==> src/rtl/regfile_sb.sv <==
// Two-read/one-write register file with per-register busy scoreboard and pending count.
// Optional REGFILE_BYPASS_EN forwards same-cycle write data to reads and masks the hazard.
module regfile_sb #(
  parameter  int WIDTH = 32,
  parameter  int DEPTH = 32,
  localparam int AW    = $clog2(DEPTH)
) (
  input  logic             clk,
  input  logic             reset_n,
  input  logic             wen,
  input  logic [AW-1:0]    waddr,
  input  logic [WIDTH-1:0] d,
  input  logic             asel,
  input  logic [AW-1:0]    aaddr,
  input  logic             bsel,
  input  logic [AW-1:0]    baddr,
  output logic [WIDTH-1:0] qabus,
  output logic [WIDTH-1:0] qbbus,
  input  logic             issue_en,
  input  logic [AW-1:0]    issue_addr,
  output logic             hazard_a,
  output logic             hazard_b,
  output logic [AW:0]      busy_cnt
);

  logic [WIDTH-1:0] mem [DEPTH];
  logic [DEPTH-1:0] busy, set_vec, clr_vec;
  logic             wr_ok, iss_ok, rise, fall;
  logic             fwd_a, fwd_b;

  assign wr_ok  = wen && (waddr != '0);
  assign iss_ok = issue_en && (issue_addr != '0);

  // r0 is never written, so it reads back its reset value of zero
  always_ff @(posedge clk or negedge reset_n) begin
    if (!reset_n) begin
      for (int i = 0; i < DEPTH; i++) mem[i] <= '0;
    end else if (wr_ok) begin
      mem[waddr] <= d;
    end
  end

  // set wins over clear so a re-issued register stays owned by the newer producer
  assign set_vec = iss_ok ? (DEPTH'(1) << issue_addr) : '0;
  assign clr_vec = wr_ok  ? (DEPTH'(1) << waddr)      : '0;

  assign rise = iss_ok && !busy[issue_addr];
  assign fall = wr_ok && busy[waddr] && !(iss_ok && (issue_addr == waddr));

  always_ff @(posedge clk or negedge reset_n) begin
    if (!reset_n) begin
      busy     <= '0;
      busy_cnt <= '0;
    end else begin
      busy     <= (busy & ~clr_vec) | set_vec;
      busy_cnt <= busy_cnt + {{AW{1'b0}}, rise} - {{AW{1'b0}}, fall};
    end
  end

`ifdef REGFILE_BYPASS_EN
  // forwarding is gated by reset so reads stay zero while reset is held
  assign fwd_a = reset_n && wr_ok && (waddr == aaddr);
  assign fwd_b = reset_n && wr_ok && (waddr == baddr);
`else
  assign fwd_a = 1'b0;
  assign fwd_b = 1'b0;
`endif

  always_comb begin
    qabus = '0;
    qbbus = '0;
    if (asel) qabus = fwd_a ? d : mem[aaddr];
    if (bsel) qbbus = fwd_b ? d : mem[baddr];
  end

  assign hazard_a = asel && busy[aaddr] && !fwd_a;
  assign hazard_b = bsel && busy[baddr] && !fwd_b;

endmodule

==> config.mk <==
export PLATFORM = sky130hd
export DESIGN_NAME = regfile_sb
export DESIGN_NICKNAME = d
export VERILOG_FILES = /design/src/rtl/regfile_sb.sv
export SDC_FILE = /design/constraint.sdc
export NUM_CORES = 2
export LEC_CHECK = 0
export BUFFER_PORTS_ARGS = -buffer_cell sky130_fd_sc_hd__buf_4
export CAP_MARGIN = 40
export CORE_UTILIZATION = 40
export CTS_CLUSTER_DIAMETER = 200
export CTS_CLUSTER_SIZE = 10
export DETAILED_ROUTE_END_ITERATION = 16
export PLACE_DENSITY = 0.56
export REMOVE_ABC_BUFFERS = 1
export SLEW_MARGIN = 20
export SYNTH_ARGS = -nofsm -noshare
export SYNTH_HDL_FRONTEND = slang
export SYNTH_SLANG_ARGS = --single-unit
==> constraint.sdc <==
create_clock -name clk -period 3.1 [get_ports clk]
set_input_delay 0.62 -clock clk [delete_from_list [all_inputs] [get_ports clk]]
set_output_delay 0.62 -clock clk [all_outputs]
set_load 0.05 [all_outputs]
==> out/qor_table.md <==
| Parameter | Value |
|:---|:---|
| Setup Crit Path Kind | in2out |
| Total of buffers placed on input and output ports | 129 |
| Area leader, netlist | sky130_fd_sc_hd__dfrtp_1 |
| Series of cell instances along the critical path | buf_16 -> buf_16 -> buf_12 -> clkbuf_16 -> mux4_2 -> mux2_4 -> o221ai_4 -> a31oi_2 -> buf_6 |
| Via density per instance | 6.36 |
| Post-Syn Instances | 3782 |
| Final routed DRC violation total | 0 |
| Buffer cell driving the clock tree root | sky130_fd_sc_hd__clkbuf_16 |
| Seq cells post-synth | 1062 |
| Area contributors post-synth | sky130_fd_sc_hd__dfrtp_1, sky130_fd_sc_hd__mux2_2, sky130_fd_sc_hd__mux4_2, sky130_fd_sc_hd__mux2i_1, sky130_fd_sc_hd__clkbuf_1 |
| Fmax achieved | 316 MHz |
| Starting utilization of the core area | 0.403 |
| Kind of cell adding the most delay to the critical path | buffers and inverters |
| Violated checks | setup timing |
| Min Hold Slack | 0.322 ns |
| Max-slew headroom | 0.439 |
| Power density of the placed cells | 589 nW/µm² |
| Most used cell along the critical path | sky130_fd_sc_hd__buf_16 |
| H-tree depth | 3 |
| Clock-pin slew reported for the worst setup and hold paths after clock tree synthesis | 0.06 ns |
| TritonCTS clock tree | yes |
| Boundary Pins | 130 |
| EDFF count, synth | 0 |
| Average instance area after synthesis | 15.1 µm² |
| Maximum number of pins on one net before global-route repair | 94 |
| Die Span X | 379 µm |
| Largest stage delay, worst path | 0.50 ns |
| Most used cells in the layout excluding fill and tap cells | sky130_fd_sc_hd__mux2_2, sky130_fd_sc_hd__dfrtp_1, sky130_fd_sc_hd__mux4_2, sky130_fd_sc_hd__buf_4, sky130_fd_sc_hd__buf_12 |
| Largest driver fanout on the critical path | 7 |
| Number of antenna violations at the first check in global routing | 3 |
| Most frequently used flop master after synthesis | sky130_fd_sc_hd__dfrtp_1 |
| Count of TritonRoute iterations in the first routing pass | 6 |
| Buffering stage count on the worst path with inverters included | 5 |
| Number of pins exceeding their max-slew limit in the final report | 0 |
| Slack of the critical path | -0.0639 ns |
| Fraction of layout cells with a size suffix above 1 | 0.626 |
| Cell Count Post-Placement | 5755 |
| Data required time at the worst endpoint | 2.48 ns |
| Num Clock Sinks | 1062 |
| Proportion of synthesized flip-flops having asynchronous set or reset | 1.00 |
| Slowest stage cell, crit path | sky130_fd_sc_hd__mux4_2 |
| Post-layout minimum cycle time | 3.16 ns |
| Post-synth cell types | 50 |
| Routed WL | 202 mm |
| Count of standard-cell rows | 138 |
| Final core utilization | 0.496 |
| Cell area after layout | 70200 µm² |
| Worst ir drop on vdd | 0.000477 V |
| Die height | 379 µm |
| Result of the run | finished with violations |
| Leak pwr | 29.8 nW |
| Number of buffers inserted during clock tree synthesis | 116 |
| GRT Overall Usage | 0.280 |
| Setup total negative slack | -0.500 ns |
| Diode count | 0 |
| First-pass GRT wire length | 291 mm |
| CP arrival | 2.54 ns |
| Category of the worst setup path launch point | input pin |
| Final RePlAce weighted congestion | 0.854 |
| Part of the Yosys area used for sequential elements | 0.466 |
| Worst-case clock skew | 0.0216 ns |
| 1st-iter DRT viols | 3469 |
| Non-filler instance count after layout | 5990 |
| Routed wirelength normalized by instance count | 33.7 µm |
| Max Buffers Root-to-Sink | 3 |
| Fin nets | 4160 |
| Number of global-route vias before repair | 39400 |
| Ratio of final minimum period to clock period | 1.02 |
| RSZ-0062 raised after global routing | true |
| Hold Fails Final Rpt | 0 |
| Worst skew pair latency | 0.75 ns |
| Count of endpoints failing setup in the final report | 17 |
| Die area | 144000 µm² |
| Number of maximum-capacitance constraint violations | 0 |
| Post-synthesis instance area | 57000 µm² |
| Class of the tightest hold or removal check | in2reg |
| Synthesis Warnings | 0 |
| Vias | 38100 |
| Final ANT Viol Nets | 0 |
| Slew at the pin closest to its max-slew limit | 0.841 ns |
| Post-DP HPWL | 125 mm |
| Area of the core | 141000 µm² |
| Total congestion overflow after global routing | 0 |
| Instance area after placement | 63500 µm² |
| Critical Path End Type | primary output |
| Area growth syn-to-layout | 23.2% |
| Area fraction of the dominant cell type after synthesis | 0.466 |
| Leading cell type in the layout, fill and taps excluded | sky130_fd_sc_hd__mux2_2 |
worst register-to-register path, cell delays in order (launching register included):
cell                      delay, ns
sky130_fd_sc_hd__dfrtp_2       0.43
sky130_fd_sc_hd__buf_4         0.15
sky130_fd_sc_hd__mux4_2        0.45
sky130_fd_sc_hd__mux2_2        0.27
sky130_fd_sc_hd__nand2_1       0.07
sky130_fd_sc_hd__a32oi_1       0.08
sky130_fd_sc_hd__ha_1          0.31
sky130_fd_sc_hd__inv_1         0.05
sky130_fd_sc_hd__ha_1          0.15
sky130_fd_sc_hd__inv_1         0.06
sky130_fd_sc_hd__fa_1          0.40
sky130_fd_sc_hd__inv_1         0.07
sky130_fd_sc_hd__a21o_1        0.10
sky130_fd_sc_hd__a21oi_1       0.07
sky130_fd_sc_hd__xnor2_1       0.12
synth_stat cells (8+ instances only):
master / instances
sky130_fd_sc_hd__buf_4: 17
sky130_fd_sc_hd__dfrtp_1: 1062
sky130_fd_sc_hd__a22o_1: 9
sky130_fd_sc_hd__mux4_2: 474
sky130_fd_sc_hd__a31oi_1: 67
sky130_fd_sc_hd__mux2_1: 8
sky130_fd_sc_hd__buf_2: 149
sky130_fd_sc_hd__nand2_1: 20
sky130_fd_sc_hd__o221ai_1: 66
sky130_fd_sc_hd__nand3_1: 9
sky130_fd_sc_hd__inv_1: 12
sky130_fd_sc_hd__buf_6: 15
sky130_fd_sc_hd__mux2i_1: 137
sky130_fd_sc_hd__buf_1: 30
sky130_fd_sc_hd__nand2b_1: 9
sky130_fd_sc_hd__clkbuf_1: 241
sky130_fd_sc_hd__nor2b_1: 12
sky130_fd_sc_hd__nor2_1: 21
sky130_fd_sc_hd__a221oi_1: 68
sky130_fd_sc_hd__a22oi_1: 66
sky130_fd_sc_hd__mux2_2: 1121
sky130_fd_sc_hd__o21ai_0: 102
routing by layer:
metal / global-route usage / up-vias / part of all wire
li1: - / 15400 / -
met1: 0.405 / 20900 / 0.44
met2: 0.430 / 1448 / 0.46
met3: 0.0477 / 365 / 0.064
met4: 0.0871 / 4 / 0.032
met5: 0 / - / 0.00011
final cells by class:
type                    instances  area, µm²
clock buffers                 118       2950
multi-input cells            2253      30300
flip-flops and latches       1062      26600
repair buffers                648       7920
inverters                      14       62.6
clock inverters                 5       62.6
fillers                     12000      71200
well taps                    1890       2360
power breakdown:
part           internal [W]  switching [W]
clock network       0.00664        0.00559
registers            0.0166        0.00209
logic               0.00611        0.00436
total                0.0293         0.0120
flip-flops by register name, summed over array words and instances, names as in the netlist:
name,cells
mem,1024
busy,32
busy_cnt,6
per-stage QoR:
step | power, W | setup WS (ns)
2_1_floorplan | 0.0245 | -0.355
3_3_place_gp | 0.0280 | -0.331
3_5_place_dp | 0.0283 | -0.257
4_1_cts | 0.0412 | -0.0955
5_1_grt | 0.0432 | -0.0983
6_report | 0.0414 | -0.0639
worst paths after layout:
kind	from	end	slack (ns)	cells past startpoint
worst max-delay path	baddr[0]	qbbus[10]	-0.06	9
worst min-delay path	issue_addr[4]	busy[1]	0.32	4
worst max register to register	busy[6]	busy_cnt[4]	0.18	14
worst min register to register	mem[1000]	mem[1000]	0.39	0
max in group asynchronous	reset_n	mem[6]	1.61	3
min in group asynchronous	reset_n	busy[16]	0.46	2
what timing repair did:
action,4_1_cts,5_1_grt
pin swaps,19,27
endpoints found under the hold margin,38,0
resized for setup,303,129
hold buffers,1,0
endpoints found under the setup margin,66,67
cloned,18,14
buffers inserted,53,34
cells by family after synthesis:
| family | count (synthesis) | synth area share |
|---|---|---|
| adder cells (fa/ha/maj) | 7 | 0.00167 |
| XOR/XNOR | 8 | 0.00123 |
| AO/OA/AOI/OAI | 397 | 0.0495 |
| buffers and inverters | 467 | 0.0373 |
| AND/OR/NAND/NOR | 101 | 0.00951 |
| multiplexers | 1740 | 0.434 |
| flip-flops | 1062 | 0.466 |
Note: power is estimated with default switching activity, not from simulation.
